<file path="src/rtl/dram_window_fetch_if.sv">
// dram_window_fetch_if: fetch request/response plus DRAM read port.
// slave is the fetch engine; master is the requester and DRAM side.
interface dram_window_fetch_if #(
   parameter int A_WIDTH = 19,
   parameter int MASKLEN = 392
);
   logic               start;
   logic [9:0]         center_col;
   logic [8:0]         center_row;
   logic               busy;
   logic               done;
   logic [MASKLEN-1:0] window;
   logic               dram_ren;
   logic [A_WIDTH-1:0] dram_raddr;
   logic [MASKLEN-1:0] dram_rdata;

   modport slave (
      input  start, center_col, center_row, dram_rdata,
      output busy, done, window, dram_ren, dram_raddr
   );

   modport master (
      output start, center_col, center_row, dram_rdata,
      input  busy, done, window, dram_ren, dram_raddr
   );
endinterface

</file>
<file path="src/rtl/dram_window_fetch.sv">
// dram_window_fetch: reads the KxK neighbourhood around a centre pixel
// from image DRAM and packs it row-major into one window vector.
module dram_window_fetch #(
   parameter int D_WIDTH = 8,
   parameter int A_WIDTH = 19,
   parameter int MASKLEN = 392,
   parameter int IMG_W   = 640,
   parameter int IMG_H   = 480,
   parameter int K       = 7,
   parameter logic [D_WIDTH-1:0] PAD = 8'h00
) (
   input logic clk,
   input logic rst,
   dram_window_fetch_if.slave bus
);

   localparam int HALF = (K - 1) / 2;
   localparam int NPOS = K * K;
   localparam int KW   = $clog2(NPOS);
   localparam int CW   = $clog2(K);

   localparam logic signed [10:0] HALF_S  = 11'(HALF);
   localparam logic signed [10:0] IMG_W_S = 11'(IMG_W);
   localparam logic signed [10:0] IMG_H_S = 11'(IMG_H);
   localparam logic signed [20:0] ROW_STEP = 21'(IMG_W);
   localparam logic signed [20:0] BASE_OFS = 21'(HALF * IMG_W);

   typedef enum logic [1:0] {
      IDLE,
      ISSUE,
      DRAIN,
      DONE
   } state_t;

   // Shift-add form of row*IMG_W, used once per fetch for the first row base.
   function automatic logic signed [20:0] row_times_w(
      input logic [8:0] row
   );
      logic [20:0] acc;
      acc = '0;
      for (int i = 0; i < 12; i++)
         if (IMG_W[i]) acc = acc + (21'(row) << i);
      return $signed(acc);
   endfunction

   state_t               state;
   logic [CW-1:0]        c;
   logic [KW-1:0]        k;
   logic signed [10:0]   ir;
   logic signed [10:0]   ic;
   logic signed [10:0]   ic_first;
   logic signed [20:0]   row_base;

   logic                 iss_v;
   logic                 iss_inr;
   logic [KW-1:0]        iss_k;
   logic                 pipe_v;
   logic                 pipe_inr;
   logic [KW-1:0]        pipe_k;

   logic                 in_range;
   logic signed [20:0]   addr;
   logic signed [10:0]   ir0;
   logic signed [10:0]   ic0;
   logic                 unused_bits;

   always_comb begin
      in_range = (ir >= 11'sd0) && (ir < IMG_H_S) &&
                 (ic >= 11'sd0) && (ic < IMG_W_S);
   end

   assign addr = row_base + 21'(ic);
   assign ir0  = $signed({2'b00, bus.center_row}) - HALF_S;
   assign ic0  = $signed({1'b0, bus.center_col}) - HALF_S;

   assign unused_bits = ^{bus.dram_rdata[MASKLEN-1:D_WIDTH],
                          addr[20:A_WIDTH]};

   always_ff @(posedge clk) begin
      if (rst) begin
         state          <= IDLE;
         c              <= '0;
         k              <= '0;
         ir             <= '0;
         ic             <= '0;
         ic_first       <= '0;
         row_base       <= '0;
         iss_v          <= 1'b0;
         iss_inr        <= 1'b0;
         iss_k          <= '0;
         pipe_v         <= 1'b0;
         pipe_inr       <= 1'b0;
         pipe_k         <= '0;
         bus.busy       <= 1'b0;
         bus.done       <= 1'b0;
         bus.window     <= '0;
         bus.dram_ren   <= 1'b0;
         bus.dram_raddr <= '0;
      end else begin
         bus.done     <= 1'b0;
         bus.dram_ren <= 1'b0;
         iss_v        <= 1'b0;
         // Second stage lines the issued position up with its read data.
         pipe_v       <= iss_v;
         pipe_k       <= iss_k;
         pipe_inr     <= iss_inr;

         if (pipe_v)
            bus.window[int'(pipe_k)*D_WIDTH +: D_WIDTH] <=
               pipe_inr ? bus.dram_rdata[D_WIDTH-1:0] : PAD;

         unique case (state)
            IDLE: begin
               if (bus.start) begin
                  c        <= '0;
                  k        <= '0;
                  ir       <= ir0;
                  ic       <= ic0;
                  ic_first <= ic0;
                  row_base <= row_times_w(bus.center_row) - BASE_OFS;
                  bus.busy <= 1'b1;
                  state    <= ISSUE;
               end
            end
            ISSUE: begin
               iss_v        <= 1'b1;
               iss_k        <= k;
               iss_inr      <= in_range;
               bus.dram_ren <= in_range;
               if (in_range)
                  bus.dram_raddr <= addr[A_WIDTH-1:0];
               k <= k + 1'b1;
               if (c == CW'(K - 1)) begin
                  c        <= '0;
                  ic       <= ic_first;
                  ir       <= ir + 11'sd1;
                  row_base <= row_base + ROW_STEP;
               end else begin
                  c  <= c + 1'b1;
                  ic <= ic + 11'sd1;
               end
               if (k == KW'(NPOS - 1))
                  state <= DRAIN;
            end
            DRAIN: begin
               state <= DONE;
            end
            DONE: begin
               bus.done <= 1'b1;
               bus.busy <= 1'b0;
               state    <= IDLE;
            end
            default: begin
               state <= IDLE;
            end
         endcase
      end
   end

endmodule
</file>
<file path="src/flat_wrapper.sv">
// flat-port wrapper written by rule: the top's interface ports become plain ports
module dram_window_fetch_flat 
#(
   parameter int D_WIDTH = 8,
   parameter int A_WIDTH = 19,
   parameter int MASKLEN = 392,
   parameter int IMG_W   = 640,
   parameter int IMG_H   = 480,
   parameter int K       = 7,
   parameter logic [D_WIDTH-1:0] PAD = 8'h00
)
  (clk, rst, bus_start, bus_center_col, bus_center_row, bus_dram_rdata, bus_busy, bus_done, bus_window, bus_dram_ren, bus_dram_raddr);
  dram_window_fetch_if #(.A_WIDTH(A_WIDTH), .MASKLEN(MASKLEN)) bus_i ();
  input logic clk;
  input logic rst;
  input wire logic [$bits(bus_i.start)-1:0] bus_start;
  input wire logic [$bits(bus_i.center_col)-1:0] bus_center_col;
  input wire logic [$bits(bus_i.center_row)-1:0] bus_center_row;
  input wire logic [$bits(bus_i.dram_rdata)-1:0] bus_dram_rdata;
  output wire logic [$bits(bus_i.busy)-1:0] bus_busy;
  output wire logic [$bits(bus_i.done)-1:0] bus_done;
  output wire logic [$bits(bus_i.window)-1:0] bus_window;
  output wire logic [$bits(bus_i.dram_ren)-1:0] bus_dram_ren;
  output wire logic [$bits(bus_i.dram_raddr)-1:0] bus_dram_raddr;
  assign bus_i.start = bus_start;
  assign bus_i.center_col = bus_center_col;
  assign bus_i.center_row = bus_center_row;
  assign bus_i.dram_rdata = bus_dram_rdata;
  assign bus_busy = bus_i.busy;
  assign bus_done = bus_i.done;
  assign bus_window = bus_i.window;
  assign bus_dram_ren = bus_i.dram_ren;
  assign bus_dram_raddr = bus_i.dram_raddr;
  dram_window_fetch #(.D_WIDTH(D_WIDTH), .A_WIDTH(A_WIDTH), .MASKLEN(MASKLEN), .IMG_W(IMG_W), .IMG_H(IMG_H), .K(K), .PAD(PAD)) u_core (.clk(clk), .rst(rst), .bus(bus_i));
endmodule
</file>
<file path="config.mk">
export PLATFORM = sky130hd
export DESIGN_NAME = dram_window_fetch_flat
export DESIGN_NICKNAME = d
export VERILOG_FILES = /design/src/rtl/dram_window_fetch_if.sv /design/src/rtl/dram_window_fetch.sv /design/src/flat_wrapper.sv
export SDC_FILE = /design/constraint.sdc
export NUM_CORES = 1
export LEC_CHECK = 0
export ABC_CLOCK_PERIOD_IN_PS = 4500
export CAP_MARGIN = 20
export CORE_AREA = 3 3 319 321
export DETAILED_ROUTE_END_ITERATION = 10
export DIE_AREA = 0 0 322 324
export HOLD_SLACK_MARGIN = 0.05
export PLACE_DENSITY = 0.49
export SLEW_MARGIN = 30
export SYNTH_ARGS = -nofsm -noshare
export SYNTH_HDL_FRONTEND = slang
export SYNTH_SLANG_ARGS = --single-unit
export TNS_END_PERCENT = 10
</file>
<file path="constraint.sdc">
create_clock -name clk -period 4.5 [get_ports clk]
set_input_delay 0.45 -clock clk [delete_from_list [all_inputs] [get_ports clk]]
set_output_delay 0.45 -clock clk [all_outputs]
set_load 0.1 [all_outputs]
</file>
==> impl_metrics.csv, run 1 <==
group,metric,value,unit
floorplan,top_level_ports,828,
global_routing,grtUsageTotal,0.163,
detailed_routing,num_vias,18700,
yosys,ys_seq_area_frac,0.464,
cells_and_area,utilization,0.286,
global_routing,grt_pass1_wl,125000,um
sta,hold_viol,0,
yosys,netlist_instances,2406,
yosys,yosys_most_used_dff,"dfxtp_1",
clocking,htree_levels,2,
detailed_routing,drcViolationCount,0,
floorplan,coreArea,99600,sq um
yosys,synth-edff-count,0,
sta,clock_skew,0.0926,ns
global_routing,antenna_found_initial,11,
sta,period_minus_slack,3.64,ns
sta,setup_tns,0,ns
floorplan,row_count,116,
clocking,clkLatencyLatePin,0.68,ns
sta,slew_headroom,0.300,
detailed_routing,via_per_inst,4.49,
cells_and_area,final_cell_mix,"551 x nor2_1, 486 x dfxtp_1, 326 x clkdlybuf4s50_1",
floorplan,start_util,0.211,
yosys,syn-cell-area,21000,sq um
worst_setup_path,startpoint_type,"flip-flop",
clocking,max-clock-path-buffers,3,
power_and_ir_drop,powerDensity,423,nW/um^2
clocking,hold_buffers,0,
cells_and_area,area_growth,35.7,%
yosys,yosysWarnings,0,
yosys,synthArstFlopShare,0,
detailed_routing,drt-total-wl,88400,um
cells_and_area,fin_cells,4174,
clocking,root_buffer,"clkbuf_16",
placed_design,gp_congestion,0.776,
yosys,syn_avg_cell_area,8.71,sq um
worst_setup_path,r2r_setup_slack,0.86,ns
clocking,cts_tree,"yes",
worst_hold_path,hold_class,"primary input to flip-flop",
power_and_ir_drop,ir_drop,0.000404,V
sta,finalSetupViolCount,0,
placed_design,dp.cells,4057,
detailed_routing,drtIter0Drc,1522,
sta,rsz0062_at_grt,"no",
sta,worst_pin_slew,1.05,ns
worst_setup_path,crit_path_end_kind,"flip-flop",
detailed_routing,wl_per_cell,21.2,um
detailed_routing,dr.pass1.iters,5,
run_status,status,"complete, no violations",
worst_setup_path,cp.arrival,4.16,ns
global_routing,grt_max_degree,143,
yosys,syn_nets,2853,
clocking,clock_sinks,486,
sta,drv_slew,0,
sta,setup_ws,0.857,ns
placed_design,place_ws,0.836,ns
worst_setup_path,critPathKind,"flip-flop to flip-flop",
floorplan,die_h,324,um
detailed_routing,ant_nets,0,
sta,period_share,0.810,
cells_and_area,nets,3267,
cells_and_area,final_common_cell,"nor2_1",
clocking,clk_pin_slew,0.06,ns
clocking,cts_buffers,59,
global_routing,grt_pass1_vias,17600,
power_and_ir_drop,p_leak,10.2,nW
job,drv_cap,0,
power_and_ir_drop,finalPower,12.0,mW
cells_and_area,drive_above_1_share,0.119,
clocking,cts_setup_buffers,0,
sta,fmax,274,MHz
floorplan,die_width,322,um
placed_design,port_buffers,443,
floorplan,die-area,104000,sq um
yosys,synth_seq_cells,486,
worst_setup_path,critPathRequiredTime,5.02,ns
global_routing,grt_remaining_overflow,0,
worst_setup_path,path_max_fanout,15,
clocking,ctsResizeCount,0,
placed_design,place_hpwl,64900,um
yosys,ys_types,76,
## power by group
group | internal [mW] | switching (mW)
Sequential | 4.52 | 0.256
Clock | 2.90 | 2.07
Combinational | 0.673 | 1.60
Total | 8.10 | 3.93
## worst paths after layout
path,from,end,cells after the start
max,u_core.pipe_k[0],u_core.bus.window[280],7
min,rst,u_core.bus.window[302],2
max reg2reg,u_core.pipe_k[0],u_core.bus.window[280],7
min reg2reg,u_core.bus.window[177],u_core.bus.window[177],2
## per-stage QoR
| stage | hold WS (ns) | area (sq um) |
|---|---|---|
| floorplan | 0.414 | 21000 |
| global placement | 0.436 | 26900 |
| detailed placement | 0.442 | 26500 |
| CTS | 0.258 | 28500 |
| global route | 0.280 | 28400 |
| finish | 0.301 | 28400 |
## final cells by class
cell class              instances  area, sq um
repair buffers                506         4390
inverters                      24         90.1
well taps                    1298         1620
flip-flops and latches        486         9730
diodes                          7         17.5
fillers                     10700        71100
clock buffers                  79         1660
multi-input cells            1743        10500
clock inverters                31          388
## per-layer routing
layer,share of wire,routed length (um),GRT usage,vias up
li1,-,-,-,9171
met1,0.46,40600,0.222,8859
met2,0.44,38700,0.253,613
met3,0.082,7280,0.0475,95
met4,0.021,1870,0.0375,0
met5,0,0,0,-
## registers in the layout, summed over array words and instances (netlist names), 2 cells and up
name,count
u_core.bus.dram_raddr,19
u_core.bus.window,392
u_core.c,3
u_core.ic,11
u_core.ic_first,11
u_core.ir,11
u_core.iss_k,6
u_core.k,6
u_core.pipe_k,6
u_core.row_base,12
u_core.state,2
## critical path: stages, from the launching register on
cell       delay (ns)
dfxtp_1          0.30
inv_1            0.19
ha_1             0.63
xor2_1           0.42
a2111oi_1        0.76
nand3_1          0.76
mux2i_1          0.35
nor2_1           0.06
## cell usage after synthesis (14+ instances only)
cell      instances  area (sq um)
nor3_4           20           325
buf_2            16          80.1
nor2_1          551          2070
dfxtp_1         486          9730
o21ai_0          26           130
xnor2_1          20           175
mux2i_1         265          2650
nand2_1         168           631
nor2b_1          14          87.6
ha_1             32           400
nand3_1          73           365
a21o_1           20           150
a21oi_1         197           986
or3_1            16           100
nor3_1          104           521
xor2_1           23           201
inv_1            23          86.3
clkbuf_1        119           447
a211oi_1         22           165
or4_1            22           165
## cells by family after synthesis
kind of cell	share of synthesized area
compound gates	0.101
xor+xnor	0.0203
fa+ha+maj	0.0201
buf+inv	0.0339
flops	0.464
mux	0.128
simple gates	0.233
Power figures use the tool's default switching activity.
==> run 2: changes to the inputs <==
- ABC_CLOCK_PERIOD_IN_PS: 4500 -> 2900
- PLACE_DENSITY: 0.49 -> 0.5
- clock period: 4.5 -> 2.9 ns (I/O delays scaled with it)
==> run 2 against run 1 <==
  * Fmax is 34% higher
  * First-iteration DRC count decreased by 15%
  * Global-route usage increased by 0.16 points
  * Cell area increased by 3.3%
  * Setup slack worse by 0.67 ns
  * Power is 57% higher
  * Clock power increased by 54%
  * Wire length rose by 0.95%
  * Count of clock-buffer cells in the layout is 2 higher
  * Non-clock buffer count rose by 144
  * Critical path depth up 1
  * Critical endpoint is now u_core.bus.window[176]
==> impl_metrics.csv, run 2 (synthesis gave the netlist of run 1 again) <==
group,metric,value,unit
clocking,max-clock-path-buffers,3,
placed_design,port_buffers,443,
power_and_ir_drop,powerDensity,642,nW/um^2
worst_setup_path,worstReg2RegEnd,"u_core.bus.window[176]",
clocking,clk_pin_slew,0.06,ns
detailed_routing,met1_length,41700,um
detailed_routing,wl_per_cell,20.7,um
global_routing,grt_pass1_vias,18100,
sta,fmax,368,MHz
worst_setup_path,startpoint_type,"flip-flop",
detailed_routing,met2_length,38900,um
floorplan,top_level_ports,828,
floorplan,die_width,322,um
clocking,cts_tree,"yes",
global_routing,antenna_found_initial,10,
detailed_routing,drt-total-wl,89300,um
detailed_routing,dr.pass1.iters,5,
cells_and_area,final_cell_mix,"591 x buf_4, 551 x nor2_1, 486 x dfxtp_1",
cells_and_area,drive_above_1_share,0.261,
power_and_ir_drop,p_leak,11.6,nW
clocking,cts_buffers,58,
worst_setup_path,critPathKind,"flip-flop to flip-flop",
clocking,clock_sinks,486,
global_routing,grt_max_degree,126,
cells_and_area,reg_top3,"u_core.bus.window: 392 flops, u_core.bus.dram_raddr: 19 flops, u_core.row_base: 12 flops",
floorplan,die_h,324,um
worst_setup_path,critPathRequiredTime,3.44,ns
cells_and_area,n_fill_cell,10700,
detailed_routing,ant_nets,0,
run_status,status,"complete, no violations",
sta,slew_headroom,0.442,
worst_hold_path,worstHoldPathCells,2,
worst_setup_path,cpMaxStageDelayCell,"or4_1",
worst_setup_path,path_max_fanout,7,
detailed_routing,drcViolationCount,0,
worst_setup_path,cp.arrival,3.26,ns
worst_setup_path,path_buf_inv,1,
worst_setup_path,crit_path_end_kind,"flip-flop",
floorplan,coreArea,99600,sq um
cells_and_area,largest_reg_flops,392,
worst_setup_path,r2r_setup_slack,0.18,ns
cells_and_area,nets,3410,
sta,finalSetupViolCount,0,
sta,period_minus_slack,2.72,ns
detailed_routing,via_per_inst,4.47,
placed_design,gp_congestion,0.823,
worst_hold_path,hp-start,"bus_center_col[0]",
worst_setup_path,r2r_cells,8,
worst_setup_path,crit_family,"simple AND/OR/NAND/NOR gates",
floorplan,row_count,116,
sta,clock_skew,0.0834,ns
global_routing,grt_remaining_overflow,0,
worst_hold_path,holdPathEnd,"u_core.ic_first[0]",
detailed_routing,drtIter0Drc,1288,
clocking,root_buffer,"clkbuf_16",
cells_and_area,utilization,0.295,
clocking,clkLatencyLatePin,0.69,ns
clocking,cts_setup_buffers,0,
sta,hold_viol,0,
job,drv_cap,0,
detailed_routing,num_vias,19300,
detailed_routing,met3WireLength,6700,um
global_routing,grt_pass1_wl,128000,um
cells_and_area,area_growth,40.2,%
floorplan,die-area,104000,sq um
sta,drv_slew,0,
sta,period_share,0.937,
cells_and_area,final_common_cell,"buf_4",
placed_design,place_hpwl,67100,um
worst_setup_path,path_depth,8,
worst_hold_path,hold_class,"primary input to flip-flop",
cells_and_area,regMostFlops,"u_core.bus.window",
worst_setup_path,path_cells,"or2_1 > nor4_1 > ha_2 > and4_2 > nand3_2 > buf_4 > or4_1 > a21oi_1",
worst_setup_path,crit-reg2reg-launch,"u_core.pipe_k[1]",
floorplan,start_util,0.211,
sta,hold_ws,0.369,ns
detailed_routing,highest_layer,"met5",
power_and_ir_drop,ir_drop,0.000465,V
clocking,htree_levels,2,
worst_setup_path,slowest_delay,0.49,ns
sta,worst_pin_slew,0.834,ns
global_routing,grtUsageTotal,0.164,
[run 2: changes by cell type in the layout (fill, tap and decap cells not counted), moves of 2 or more]
cell             previous run  this run
buf_2                     110         0
buf_4                      62       591
xnor2_2                     3         1
nand2_1                   165       163
diode_2                     7         5
clkdlybuf4s50_1           326        28
clkbuf_8                   11        15
clkbuf_2                    3         0
xnor2_4                     0         2
a21oi_2                     1         3
clkinv_4                    4         2
nand2_2                     3         5
a21oi_1                   197       195
buf_12                      4        27
[run 2: report_power, final]
| group | switching (mW) | internal, mW |
|---|---|---|
| Clock | 3.21 | 4.44 |
| Combinational | 2.54 | 1.27 |
| Sequential | 0.393 | 7.02 |
[run 2: metrics by stage]
stage	cell area [sq um]	worst slack [ns]	setup TNS [ns]	power, mW	instances
after floorplan	21000	0.0353	0	9.96	2406
after global placement	27300	-0.147	-0.657	11.4	4199
final	29400	0.184	0	18.9	4313
after CTS	29300	0.0403	0	19.1	4306
after detailed placement	27300	-0.185	-1.05	11.4	4199
after global routing	29400	-0.00854	-0.0207	19.8	4308
[run 2: layout make-up]
cell class / instances / area (sq um) / share of cell area
multi-input combinational: 1743 / 10600 / 0.361
sequential: 486 / 9730 / 0.331
timing repair buffer: 650 / 5320 / 0.181
clock buffer: 81 / 1690 / 0.0574
tap: 1298 / 1620 / 0.0553
clock inverter: 26 / 324 / 0.0110
inverter: 24 / 90.1 / 0.00307
antenna: 5 / 12.5 / 0.000426
[run 2: repair_timing]
item                                    CTS  global route
endpoints found under the setup margin    5            80
endpoints found under the hold margin     0            30
hold buffers                              0             1
resized for setup                         1             8
[run 2: worst max path at each step]
| stage | start | end |
|---|---|---|
| floorplan | u_core.pipe_k[0] | u_core.bus.window[94] |
| global placement | bus_center_row[0] | u_core.row_base[17] |
| detailed placement | bus_center_row[0] | u_core.row_base[15] |
| CTS | u_core.pipe_k[0] | u_core.bus.window[17] |
| global route | u_core.pipe_k[1] | u_core.bus.window[333] |
| finish | u_core.pipe_k[1] | u_core.bus.window[176] |
[run 2: per-layer routing]
metal | vias up | track usage
met5 | - | 0
met4 | 2 | 0.0432
met3 | 98 | 0.0449
met2 | 621 | 0.253
met1 | 9098 | 0.226
li1 | 9452 | -
